<file path="src/rtl/multicycle_controller_pkg.sv">
// Shared constants and types for the multi-cycle MIPS-subset controller.
// Opcode/func encodings, ALU operation codes, FSM states and instruction classes.
package multicycle_controller_pkg;

    localparam logic [5:0] OP_RTYPE = 6'b000000;
    localparam logic [5:0] OP_BEQ   = 6'b000100;
    localparam logic [5:0] OP_ADDI  = 6'b001000;
    localparam logic [5:0] OP_LW    = 6'b100011;
    localparam logic [5:0] OP_SW    = 6'b101011;
    localparam logic [5:0] OP_LH    = 6'b100001;
    localparam logic [5:0] OP_ANDI  = 6'b001100;
    localparam logic [5:0] OP_ORI   = 6'b001101;

    localparam logic [5:0] FN_ADD = 6'b100000;
    localparam logic [5:0] FN_SUB = 6'b100010;
    localparam logic [5:0] FN_SLL = 6'b000000;
    localparam logic [5:0] FN_SRL = 6'b000010;
    localparam logic [5:0] FN_AND = 6'b100100;
    localparam logic [5:0] FN_OR  = 6'b100101;
    localparam logic [5:0] FN_SLT = 6'b101010;

    localparam logic [2:0] ALU_ADD = 3'b000;
    localparam logic [2:0] ALU_SUB = 3'b001;
    localparam logic [2:0] ALU_AND = 3'b010;
    localparam logic [2:0] ALU_OR  = 3'b011;
    localparam logic [2:0] ALU_SLL = 3'b100;
    localparam logic [2:0] ALU_SRL = 3'b101;
    localparam logic [2:0] ALU_SLT = 3'b110;

    typedef enum logic [2:0] {
        StFetch,
        StDecode,
        StExec,
        StMem,
        StWb,
        StTrap
    } state_e;

    typedef enum logic [2:0] {
        InsnRtype,
        InsnImm,
        InsnLoad,
        InsnLoadHalf,
        InsnStore,
        InsnBranch
    } insn_cls_e;

endpackage

</file>
<file path="src/rtl/multicycle_controller_insn_decode.sv">
// Combinational instruction decoder: opcode/func to class, ALU code, datapath selects and
// a legality flag.
module multicycle_controller_insn_decode
    import multicycle_controller_pkg::*;
(
    input  logic [5:0] opcode_i,
    input  logic [5:0] func_i,
    output insn_cls_e  cls_o,
    output logic [2:0] aluc_o,
    output logic       alu_src_o,
    output logic       reg_dest_o,
    output logic       legal_o
);

    always_comb begin
        cls_o      = InsnRtype;
        aluc_o     = ALU_ADD;
        alu_src_o  = 1'b0;
        reg_dest_o = 1'b0;
        legal_o    = 1'b1;

        case (opcode_i)
            OP_RTYPE: begin
                reg_dest_o = 1'b1;
                case (func_i)
                    FN_ADD:  aluc_o = ALU_ADD;
                    FN_SUB:  aluc_o = ALU_SUB;
                    FN_SLL:  aluc_o = ALU_SLL;
                    FN_SRL:  aluc_o = ALU_SRL;
                    FN_AND:  aluc_o = ALU_AND;
                    FN_OR:   aluc_o = ALU_OR;
                    FN_SLT:  aluc_o = ALU_SLT;
                    default: legal_o = 1'b0;
                endcase
            end
            OP_BEQ: begin
                cls_o  = InsnBranch;
                aluc_o = ALU_SUB;
            end
            OP_ADDI: begin
                cls_o     = InsnImm;
                alu_src_o = 1'b1;
            end
            OP_ANDI: begin
                cls_o     = InsnImm;
                aluc_o    = ALU_AND;
                alu_src_o = 1'b1;
            end
            OP_ORI: begin
                cls_o     = InsnImm;
                aluc_o    = ALU_OR;
                alu_src_o = 1'b1;
            end
            OP_LW: begin
                cls_o     = InsnLoad;
                alu_src_o = 1'b1;
            end
            OP_LH: begin
                cls_o     = InsnLoadHalf;
                alu_src_o = 1'b1;
            end
            OP_SW: begin
                cls_o     = InsnStore;
                alu_src_o = 1'b1;
            end
            default: legal_o = 1'b0;
        endcase
    end

endmodule

</file>
<file path="src/rtl/multicycle_controller.sv">
// Multi-cycle FETCH/DECODE/EXEC/MEM/WB sequencer for the MIPS-subset datapath, sharing one
// instruction/data memory port through a ready handshake.
module multicycle_controller
    import multicycle_controller_pkg::*;
(
    input  logic       clk,
    input  logic       rst,
    input  logic [5:0] opcode,
    input  logic [5:0] func,
    input  logic       mem_ready,
    output logic       mem_read,
    output logic       mem_write,
    output logic       iord,
    output logic       mem_half,
    output logic       ir_write,
    output logic       pc_write,
    output logic       branch,
    output logic       reg_dest,
    output logic       alu_src,
    output logic       mem_to_reg,
    output logic       reg_write,
    output logic [2:0] aluc,
    output logic       instr_done,
    output logic       illegal
);

    state_e     state_q, state_d;
    logic [5:0] op_q, op_d;
    logic [5:0] fn_q, fn_d;

    logic [5:0] dec_op, dec_fn;
    insn_cls_e  dec_cls;
    logic [2:0] dec_aluc;
    logic       dec_alu_src;
    logic       dec_reg_dest;
    logic       dec_legal;

    logic       mem_read_c, mem_write_c, iord_c, mem_half_c, ir_write_c, pc_write_c;
    logic       branch_c, reg_dest_c, alu_src_c, mem_to_reg_c, reg_write_c;
    logic       instr_done_c, illegal_c;
    logic [2:0] aluc_c;

    // The IR is only guaranteed from DECODE onward; later states use the latched copy.
    assign dec_op = (state_q == StDecode) ? opcode : op_q;
    assign dec_fn = (state_q == StDecode) ? func   : fn_q;

    multicycle_controller_insn_decode u_insn_decode (
        .opcode_i   (dec_op),
        .func_i     (dec_fn),
        .cls_o      (dec_cls),
        .aluc_o     (dec_aluc),
        .alu_src_o  (dec_alu_src),
        .reg_dest_o (dec_reg_dest),
        .legal_o    (dec_legal)
    );

    always_ff @(posedge clk or posedge rst) begin
        if (rst) begin
            state_q <= StFetch;
            op_q    <= 6'b0;
            fn_q    <= 6'b0;
        end else begin
            state_q <= state_d;
            op_q    <= op_d;
            fn_q    <= fn_d;
        end
    end

    always_comb begin
        state_d      = state_q;
        op_d         = op_q;
        fn_d         = fn_q;
        mem_read_c   = 1'b0;
        mem_write_c  = 1'b0;
        iord_c       = 1'b0;
        mem_half_c   = 1'b0;
        ir_write_c   = 1'b0;
        pc_write_c   = 1'b0;
        branch_c     = 1'b0;
        reg_dest_c   = 1'b0;
        alu_src_c    = 1'b0;
        mem_to_reg_c = 1'b0;
        reg_write_c  = 1'b0;
        aluc_c       = ALU_ADD;
        instr_done_c = 1'b0;
        illegal_c    = 1'b0;

        case (state_q)
            StFetch: begin
                mem_read_c = 1'b1;
                if (mem_ready) begin
                    ir_write_c = 1'b1;
                    pc_write_c = 1'b1;
                    state_d    = StDecode;
                end
            end
            StDecode: begin
                op_d    = opcode;
                fn_d    = func;
                state_d = dec_legal ? StExec : StTrap;
            end
            StExec: begin
                aluc_c    = dec_aluc;
                alu_src_c = dec_alu_src;
                case (dec_cls)
                    InsnBranch: begin
                        branch_c     = 1'b1;
                        instr_done_c = 1'b1;
                        state_d      = StFetch;
                    end
                    InsnLoad, InsnLoadHalf, InsnStore: state_d = StMem;
                    default:                           state_d = StWb;
                endcase
            end
            StMem: begin
                iord_c     = 1'b1;
                mem_half_c = (dec_cls == InsnLoadHalf);
                if (dec_cls == InsnStore) begin
                    mem_write_c = 1'b1;
                end else begin
                    mem_read_c = 1'b1;
                end
                if (mem_ready) begin
                    if (dec_cls == InsnStore) begin
                        instr_done_c = 1'b1;
                        state_d      = StFetch;
                    end else begin
                        state_d = StWb;
                    end
                end
            end
            StWb: begin
                reg_write_c  = 1'b1;
                instr_done_c = 1'b1;
                reg_dest_c   = dec_reg_dest;
                mem_to_reg_c = (dec_cls == InsnLoad) || (dec_cls == InsnLoadHalf);
                state_d      = StFetch;
            end
            StTrap: begin
                illegal_c = 1'b1;
            end
            default: state_d = StFetch;
        endcase
    end

    // Reset forces FETCH, which would otherwise raise mem_read while rst is still high.
    always_comb begin
        mem_read   = mem_read_c   & ~rst;
        mem_write  = mem_write_c  & ~rst;
        iord       = iord_c       & ~rst;
        mem_half   = mem_half_c   & ~rst;
        ir_write   = ir_write_c   & ~rst;
        pc_write   = pc_write_c   & ~rst;
        branch     = branch_c     & ~rst;
        reg_dest   = reg_dest_c   & ~rst;
        alu_src    = alu_src_c    & ~rst;
        mem_to_reg = mem_to_reg_c & ~rst;
        reg_write  = reg_write_c  & ~rst;
        aluc       = rst ? 3'b000 : aluc_c;
        instr_done = instr_done_c & ~rst;
        illegal    = illegal_c    & ~rst;
    end

endmodule

</file>
<file path="config.mk">
export PLATFORM = sky130hd
export DESIGN_NAME = multicycle_controller
export DESIGN_NICKNAME = d
export VERILOG_FILES = /design/src/rtl/multicycle_controller_pkg.sv /design/src/rtl/multicycle_controller_insn_decode.sv /design/src/rtl/multicycle_controller.sv
export SDC_FILE = /design/constraint.sdc
export NUM_CORES = 1
export LEC_CHECK = 0
export BUFFER_PORTS_ARGS = -buffer_cell sky130_fd_sc_hd__clkbuf_2
export CAP_MARGIN = 20
export CORE_MARGIN = 3
export CORE_UTILIZATION = 40
export DETAILED_ROUTE_END_ITERATION = 16
export PLACE_DENSITY_LB_ADDON = 0.15
export SYNTH_ARGS = -nofsm -noshare
export SYNTH_HDL_FRONTEND = slang
export SYNTH_SLANG_ARGS = --single-unit
</file>
<file path="constraint.sdc">
create_clock -name clk -period 2.1 [get_ports clk]
set_input_delay 0.315 -clock clk [delete_from_list [all_inputs] [get_ports clk]]
set_output_delay 0.315 -clock clk [all_outputs]
set_load 0.05 [all_outputs]
</file>
==> summary.txt, run 1 <==
run status: finished with violations
violated checks: setup timing
Antenna Diode Count: 0
relative area change from synthesis to final layout: 80.8%
crit-path max FO: 3
IR drop worst, VDD: 747 uV
kind of critical path: reg -> out
post-layout minimum cycle time: 2.61 ns
slew at the pin closest to its max-slew limit: 0.494 ns
number of global-route vias before repair: 1734
Final Util: 0.798
total setup violations reported at the end of the flow: 14
type of element launching the critical path: register
clock edge transition at the registers on the reported setup and hold paths: 0.11 ns
die footprint: 3950 sq um
highest-delay cell along the critical path: sky130_fd_sc_hd__dfrtp_2
highest achievable clock rate: 383 MHz
Post-DP HPWL: 3190 um
Leak: 1.01 nW
Hold Fails Final Rpt: 0
total via count in the routed design: 1700
NumNets Final: 258
share of post-route cells with drive strength above 1: 0.558
I/O pin count: 31
die span in x: 62.8 um
core box area: 2920 sq um
flop2flop setup slack: -0.37 ns
most common library cell in the layout ignoring fill and taps: sky130_fd_sc_hd__buf_4
arrival time reported for the critical path endpoint: 2.30 ns
Synth Net Count: 180
sequential share of the synthesized area: 0.291
antenna violations before repair: 0
Avg WL per Cell: 19.2 um
GRT Residual Overflow: 0
number of storage elements in the synthesis netlist: 15
headroom to the max-slew limit: 0.668
Num CTS Buffers: 3
Max clock buf depth: 2
Post-synth top flop: sky130_fd_sc_hd__dfrtp_1
Reg-to-Reg End: state_q[2]
FP Rows: 19
pwr/cell area: 1070 nW/um^2
path category of the worst min-delay check: in -> async
netlist area before placement: 1290 sq um
WL final: 5460 um
Initial Util: 0.442
worst stage delay on the critical path: 0.46 ns
count of unresolved DRC violations after routing: 0
max-slew violation total from the final report: 0
average footprint of a synthesized cell: 7.83 sq um
chain of cells forming the critical path: nor3b_4 -> mux2i_1 -> o21ai_2 -> nand2b_4 -> buf_6 -> o22a_1 -> nor2_4 -> buf_12
PortBufs: 30
CTS Root Buffer Type: sky130_fd_sc_hd__clkbuf_4
count of synthesis-stage warnings from yosys: 0
leading cell types in the layout, fill and taps excluded: sky130_fd_sc_hd__buf_4 (40), sky130_fd_sc_hd__nand2_1 (33), sky130_fd_sc_hd__clkbuf_2 (16), sky130_fd_sc_hd__dfrtp_1 (14), sky130_fd_sc_hd__buf_6 (10)
number of DRC markers in iteration 0: 122
global-route wire length before repair: 8580 um
count of H-tree levels built during CTS: 1
number of synthesized flops with an enable pin: 0
GPL Wtd Cong: 0.942
post-placement worst setup slack: -0.230 ns
CTS tree: built
proportion of register bits with asynchronous set or reset after synthesis: 1.00
Final WS setup: -0.514 ns
part of the cycle the worst path needs: 1.24
number of distinct standard cells referenced by the synthesized netlist: 51
r2r startpoint: state_q[2]
Die Y: 62.8 um
worst endpoint required time: 1.78 ns
FF-to-FF path depth: 9
drt first pass iters: 5
maximum number of pins on one net before global-route repair: 15
RSZ-0062 raised after global routing: true
max capacitance violation total: 0
synthesized instance count: 165
critical path capture point type: primary output
overall fraction of global-route tracks in use: 0.280
worst clock skew: 0.0109 ns
Post-DRT Antenna Nets: 0
routed vias/inst: 5.99
clock latency reported for the late side of the worst-skew pair: 0.32 ns
clk sinks: 15
-- cell usage after synthesis, drive strengths merged, types with 3 or more instances --
cell type | n | area share
mux2i | 3 | 0.023
nor2b | 5 | 0.024
o21ai | 9 | 0.038
o32ai | 3 | 0.026
dfrtp | 15 | 0.29
nor2 | 13 | 0.038
and3 | 3 | 0.016
nor3 | 4 | 0.024
nand3 | 6 | 0.027
nor3b | 5 | 0.033
inv | 8 | 0.023
buf | 6 | 0.037
nand2 | 41 | 0.12
a21oi | 7 | 0.027
-- routing by layer --
| metal | share of wire | GRT usage | wire length [um] | vias up |
|---|---|---|---|---|
| li1 | - | - | - | 745 |
| met1 | 0.37 | 0.295 | 2020 | 812 |
| met2 | 0.50 | 0.495 | 2750 | 113 |
| met3 | 0.074 | 0.0755 | 404 | 30 |
| met4 | 0.052 | 0.168 | 284 | 0 |
| met5 | 0 | 0 | 0 | - |
-- flip-flops by register name, indices dropped and copies added, names as in the netlist --
name     count
state_q      3
fn_q         6
op_q         6
-- repair_timing --
action                     4_1_cts  5_1_grt
hold buffers                     0        0
buffers inserted                14        4
setup endpoints to repair       14       18
resized for setup               46       21
pin swaps                       20       11
-- cells by family (layout without fill, tap and decap cells) --
logic type / after synthesis / count (layout) / synth area share
AND/OR/NAND/NOR: 94 / 94 / 0.387
flip-flops: 15 / 15 / 0.291
multiplexers: 3 / 3 / 0.0233
AO/OA/AOI/OAI: 37 / 37 / 0.218
buffers and inverters: 16 / 93 / 0.0814
-- worst max-delay path, delay by kind of cell (launching register included) --
family          cells  cell delay (ns)
simple gates        3             0.62
flops               1             0.46
mux                 1             0.33
compound gates      2             0.31
buf+inv             2             0.27
-- power by group --
| group | switching, mW | internal (mW) | total (mW) | leakage, nW |
|---|---|---|---|---|
| Sequential | 0.182 | 0.420 | 0.602 | 0.179 |
| Clock | 0.119 | 0.0731 | 0.192 | 0.0139 |
| Combinational | 0.915 | 0.793 | 1.71 | 0.818 |
-- layout make-up --
type,instances,area (sq um)
clock buffer,3,22.5
clock inverter,1,7.51
fill,186,589
inverter,8,30.0
multi-input combinational,134,1100
sequential,15,377
tap,42,52.6
timing repair buffer,81,743
-- through the flow --
stage               setup TNS, ns  cell area [sq um]  cells  power, mW  hold WS (ns)
floorplan                  -0.652               1410    165       1.35         0.230
global placement           -0.826               1890    262       1.74         0.376
detailed placement          -1.29               1890    262       1.77         0.380
CTS                         -4.98               2250    280       2.29        0.0506
global route                -6.71               2330    284       2.65        0.0723
finish                      -5.54               2330    284       2.50        0.0627
-- worst max-delay path by stage --
stage	startpoint	end	slack (ns)
after floorplan	state_q[1]	aluc[2]	-0.19
after global placement	state_q[1]	aluc[2]	-0.16
after detailed placement	state_q[1]	aluc[2]	-0.23
after CTS	state_q[1]	aluc[2]	-0.46
after global routing	state_q[1]	aluc[2]	-0.60
final	state_q[1]	instr_done	-0.51
Power figures use the tool's default switching activity.
==> run 2, diff against run 1 <==
==> constraint.sdc (replaced) <==
create_clock -name clk -period 2.1 [get_ports clk]
set_input_delay 0.105 -clock clk [delete_from_list [all_inputs] [get_ports clk]]
set_output_delay 0.105 -clock clk [all_outputs]
set_load 0.05 [all_outputs]
==> run 2 against run 1 <==
The run still ends with setup timing left; via count decreased by 9.2%; combinational power decreased by 16%; die area unchanged; critical path type unchanged; critical endpoint is now aluc[0]; largest cell class unchanged.
==> summary.txt, run 2 (same netlist as run 1, synthesis figures left out) <==
run status: finished with violations
violated checks: setup timing
Filler Cells Inserted: 225
clock latency reported for the late side of the worst-skew pair: 0.30 ns
Die Y: 62.8 um
highest-delay cell along the critical path: sky130_fd_sc_hd__dfrtp_2
post-placement worst setup slack: -0.0129 ns
NumNets Final: 239
RSZ-0062 raised after global routing: true
path category of the worst min-delay check: in -> reg
overall fraction of global-route tracks in use: 0.209
die span in x: 62.8 um
total via count in the routed design: 1544
leading cell types in the layout, fill and taps excluded: sky130_fd_sc_hd__nand2_1 (38), sky130_fd_sc_hd__buf_4 (24), sky130_fd_sc_hd__clkbuf_2 (19), sky130_fd_sc_hd__dfrtp_1 (14), sky130_fd_sc_hd__nor2_1 (10)
highest achievable clock rate: 429 MHz
CTS tree: built
worst endpoint required time: 2.00 ns
total power of the final layout: 2.23 mW
buffers and inverters on the worst path: 3
clock edge transition at the registers on the reported setup and hold paths: 0.10 ns
drt first pass iters: 4
share of post-route cells with drive strength above 1: 0.480
crit-path max FO: 6
worst clock skew: 0.00140 ns
worst stage delay on the critical path: 0.46 ns
relative area change from synthesis to final layout: 62.3%
FF-to-FF path depth: 7
total setup violations reported at the end of the flow: 13
count of unresolved DRC violations after routing: 0
area used by multi-input combinational logic: 1060 sq um
Worst Hold Path Cells: 3
post-layout minimum cycle time: 2.33 ns
clk sinks: 15
GRT Residual Overflow: 0
global-route wire length before repair: 6640 um
critical path capture point type: primary output
die footprint: 3950 sq um
kind of critical path: reg -> out
Final Util: 0.717
WL final: 4320 um
headroom to the max-slew limit: 0.708
chain of cells forming the critical path: or3b_4 -> buf_8 -> buf_4 -> o21ai_0 -> o2111ai_2 -> a21oi_2 -> buf_12
number of global-route vias before repair: 1496
count of H-tree levels built during CTS: 1
Hold Fails Final Rpt: 0
number of DRC markers in iteration 0: 85
registers with the highest flip-flop counts: fn_q (6), op_q (6), state_q (3)
Total Neg Setup Slack: -1.67 ns
Post-DRT Antenna Nets: 0
Avg WL per Cell: 16.3 um
antenna violations before repair: 0
most common library cell in the layout ignoring fill and taps: sky130_fd_sc_hd__nand2_1
Leak: 0.896 nW
type of element launching the critical path: register
Initial Util: 0.442
maximum number of pins on one net before global-route repair: 15
Final WS setup: -0.232 ns
routed vias/inst: 5.83
slew at the pin closest to its max-slew limit: 0.434 ns
I/O pin count: 31
Post-DP HPWL: 2670 um
PortBufs: 30
pwr/cell area: 1060 nW/um^2
CTS Root Buffer Type: sky130_fd_sc_hd__clkbuf_4
Num CTS Buffers: 3
category of cells accounting for the largest share of critical-path delay: compound AO/OA/AOI/OAI gates
max capacitance violation total: 0
max-slew violation total from the final report: 0
Max clock buf depth: 2
Register Area: 377 sq um
FP Rows: 19
IR drop worst, VDD: 570 uV
arrival time reported for the critical path endpoint: 2.23 ns
part of the cycle the worst path needs: 1.11
critical path depth: 7
GPL Wtd Cong: 0.915
core box area: 2920 sq um
Antenna Diode Count: 0
==> run 2: worst reg2reg max path, stage by stage, from the launching register on <==
cell                       delay (ns)
sky130_fd_sc_hd__dfrtp_2         0.46
sky130_fd_sc_hd__or3b_4          0.46
sky130_fd_sc_hd__buf_4           0.17
sky130_fd_sc_hd__nand3_4         0.08
sky130_fd_sc_hd__o22ai_4         0.09
sky130_fd_sc_hd__a221o_1         0.32
sky130_fd_sc_hd__a311oi_2        0.33
sky130_fd_sc_hd__a221oi_1        0.15
==> run 2: path summary, 6_finish.rpt <==
| check | start | endpoint | slack, ns |
|---|---|---|---|
| worst min register to register | fn_q[1] | fn_q[1] | 0.57 |
| min in group asynchronous | rst | op_q[1] | 0.25 |
| worst min-delay path | func[0] | fn_q[0] | 0.04 |
| worst max-delay path | state_q[2] | aluc[0] | -0.23 |
| worst max register to register | state_q[2] | state_q[1] | -0.08 |
| max in group asynchronous | rst | state_q[2] | 1.41 |
==> run 2: per-layer routing <==
layer | wire [um] | vias up | share of wire | global-route usage
li1 | - | 709 | - | -
met1 | 1660 | 764 | 0.38 | 0.221
met2 | 2320 | 61 | 0.54 | 0.393
met3 | 239 | 10 | 0.055 | 0.0540
met4 | 95 | 0 | 0.022 | 0.0799
met5 | 0 | - | 0 | 0
==> run 2: repair_timing <==
| item | 4_1_cts | 5_1_grt |
|---|---|---|
| buffers inserted | 12 | 5 |
| hold endpoints to repair | 15 | 0 |
| setup endpoints to repair | 11 | 14 |
| hold buffers | 1 | 0 |
| pin swaps | 17 | 9 |
| cloned | 1 | 0 |
| resized for setup | 37 | 24 |
==> run 2: through the flow <==
step | cells | hold WS [ns] | cell area, sq um
floorplan | 165 | 0.0203 | 1350
global placement | 242 | 0.00440 | 1650
detailed placement | 242 | 0.00923 | 1650
CTS | 260 | 0.0390 | 1960
global route | 265 | 0.0634 | 2100
finish | 265 | 0.0356 | 2100
==> run 2: final cells by class <==
class | count | area share
timing repair buffer | 62 | 0.263
sequential | 15 | 0.180
tap | 42 | 0.0251
clock buffer | 3 | 0.0107
clock inverter | 1 | 0.00239
multi-input combinational | 134 | 0.505
inverter | 8 | 0.0143
==> run 2: power by group <==
| part | switching [mW] | leakage [nW] | internal (mW) |
|---|---|---|---|
| Combinational | 0.769 | 0.699 | 0.666 |
| Sequential | 0.187 | 0.180 | 0.420 |
| Clock | 0.114 | 0.0177 | 0.0711 |
| Total | 1.07 | 0.896 | 1.16 |
==> run 3, diff against run 2 <==
--- a/config.mk
+++ b/config.mk
@@ -11,6 +11,7 @@
 export CORE_UTILIZATION = 40
 export DETAILED_ROUTE_END_ITERATION = 16
 export PLACE_DENSITY_LB_ADDON = 0.15
+export SETUP_SLACK_MARGIN = 0.2
 export SYNTH_ARGS = -nofsm -noshare
 export SYNTH_HDL_FRONTEND = slang
 export SYNTH_SLANG_ARGS = --single-unit
==> run 3 against run 2 <==
The run still ends with setup timing left; sequential power is 1% higher; highest routed layer unchanged; utilization rose by 2.4 points; hold slack improved by 0.023 ns; register-to-register slack worse by 0.06 ns; die area stayed put; total power rose by 3.8%; via count increased by 1.6%; critical path type unchanged; clock power decreased by 8%; global-route usage is 1.6 points higher.
==> summary.txt, run 3 (same netlist as run 1, synthesis figures left out) <==
clock latency reported for the late side of the worst-skew pair: 0.30 ns
pwr/cell area: 1070 nW/um^2
busiest grt layer: met2
total via count in the routed design: 1568
path category of the worst min-delay check: in -> reg
total setup violations reported at the end of the flow: 11
CTS tree: built
Final WS setup: -0.215 ns
drt first pass iters: 5
area used by multi-input combinational logic: 1100 sq um
GRT Residual Overflow: 0
Die Y: 62.8 um
Reg-to-Reg End: state_q[1]
die span in x: 62.8 um
worst endpoint required time: 2.00 ns
number of DRC markers in iteration 0: 151
post-layout minimum cycle time: 2.32 ns
IR drop worst, VDD: 646 uV
global-route wire length before repair: 7090 um
startpoint of the tightest hold check path: func[2]
Hold Crit Endpoint: fn_q[2]
type of element launching the critical path: register
slew at the pin closest to its max-slew limit: 0.485 ns
number of placed instances with taps included: 241
leading cell types in the layout, fill and taps excluded: sky130_fd_sc_hd__nand2_1 (32), sky130_fd_sc_hd__buf_4 (28), sky130_fd_sc_hd__clkbuf_2 (18), sky130_fd_sc_hd__dfrtp_1 (15), sky130_fd_sc_hd__nor2_1 (9)
highest achievable clock rate: 432 MHz
r2r startpoint: state_q[1]
FF-to-FF path depth: 6
arrival time reported for the critical path endpoint: 2.21 ns
fraction of met2 tracks used by global routing: 0.379
max-slew violation total from the final report: 0
violated checks: setup timing
CTS Root Buffer Type: sky130_fd_sc_hd__clkbuf_4
Post-DP HPWL: 3000 um
kind of critical path: reg -> out
routed vias/inst: 5.89
GPL Wtd Cong: 0.921
relative area change from synthesis to final layout: 67.7%
PortBufs: 30
total power of the final layout: 2.31 mW
Num CTS Buffers: 3
Avg WL per Cell: 18.2 um
flop2flop setup slack: -0.14 ns
count of unresolved DRC violations after routing: 0
WL final: 4840 um
overall fraction of global-route tracks in use: 0.225
headroom to the max-slew limit: 0.676
part of the cycle the worst path needs: 1.10
die footprint: 3950 sq um
Leak: 0.924 nW
share of post-route cells with drive strength above 1: 0.531
launch point of the critical path: state_q[1]
Hold Fails Final Rpt: 0
count of H-tree levels built during CTS: 1
crit-path max FO: 8
NumNets Final: 240
met1 track utilization from global routing: 0.276
clock edge transition at the registers on the reported setup and hold paths: 0.11 ns
Initial Util: 0.442
most common library cell in the layout ignoring fill and taps: sky130_fd_sc_hd__nand2_1
Max clock buf depth: 2
fin cells: 266
core box area: 2920 sq um
FP Rows: 19
Post-DRT Antenna Nets: 0
clk sinks: 15
RSZ-0062 raised after global routing: true
Worst Hold Path Cells: 3
critical path capture point type: primary output
I/O pin count: 31
Register Area: 375 sq um
maximum number of pins on one net before global-route repair: 15
met3 demand-to-capacity share in global routing: 0.0486
smallest hold slack: 0.0589 ns
run status: finished with violations
registers with the highest flip-flop counts: fn_q (6), op_q (6), state_q (3)
max capacitance violation total: 0
Filler Cells Inserted: 200
Antenna Diode Count: 0
antenna violations before repair: 0
worst clock skew: 0.0191 ns
number of global-route vias before repair: 1501
## run 3: final cells by class
cell class / count / area share
multi-input cells: 134 / 0.508
repair buffers: 63 / 0.268
clock buffers: 3 / 0.0104
clock inverters: 1 / 0.00231
flip-flops and latches: 15 / 0.173
well taps: 42 / 0.0243
inverters: 8 / 0.0139
## run 3: worst max path at each step
stage / to / slack (ns) / cells past startpoint
after floorplan: aluc[2] / 0.02 / 8
after global placement: aluc[0] / 0.03 / 5
after detailed placement: aluc[0] / -0.02 / 5
after CTS: aluc[1] / -0.16 / 8
after global routing: aluc[0] / -0.31 / 8
final: aluc[0] / -0.22 / 8
## run 3: critical path, cell delays in order (launching register included)
cell and delay [ns]:
sky130_fd_sc_hd__dfrtp_1 0.42, sky130_fd_sc_hd__nor3b_4 0.29, sky130_fd_sc_hd__buf_6 0.22, sky130_fd_sc_hd__buf_6 0.13, sky130_fd_sc_hd__a41oi_2 0.12, sky130_fd_sc_hd__o21ai_1 0.21, sky130_fd_sc_hd__o2111ai_2 0.19, sky130_fd_sc_hd__a21oi_4 0.20
sky130_fd_sc_hd__buf_12 0.15
## run 3: stage by stage
stage / utilization / setup TNS [ns] / instance area [sq um] / setup slack, ns
2_1_floorplan: - / 0 / 1420 / 0.0168
3_3_place_gp: 0.599 / 0 / 1750 / 0.0293
3_5_place_dp: 0.599 / -0.0174 / 1750 / -0.0174
4_1_cts: 0.707 / -1.01 / 2070 / -0.162
5_1_grt: 0.741 / -2.19 / 2170 / -0.311
6_report: 0.741 / -1.22 / 2170 / -0.215
## run 3: power breakdown
| group | internal [mW] | switching (mW) | leakage (nW) |
|---|---|---|---|
| Sequential | 0.419 | 0.195 | 0.180 |
| Clock | 0.0708 | 0.0999 | 0.0177 |
| Combinational | 0.688 | 0.839 | 0.726 |
## run 3: what timing repair did
action | in CTS | in global routing
hold buffers | 1 | 0
setup endpoints to repair | 14 | 15
pin swaps | 13 | 6
resized for setup | 36 | 17
setup buffers | 15 | 5
endpoints found under the hold margin | 7 | 0
## run 3: metal layers
layer | up-vias | wire length, um
li1 | 710 | -
met1 | 749 | 1900
met2 | 88 | 2440
met3 | 21 | 362
met4 | 0 | 139
met5 | - | 0
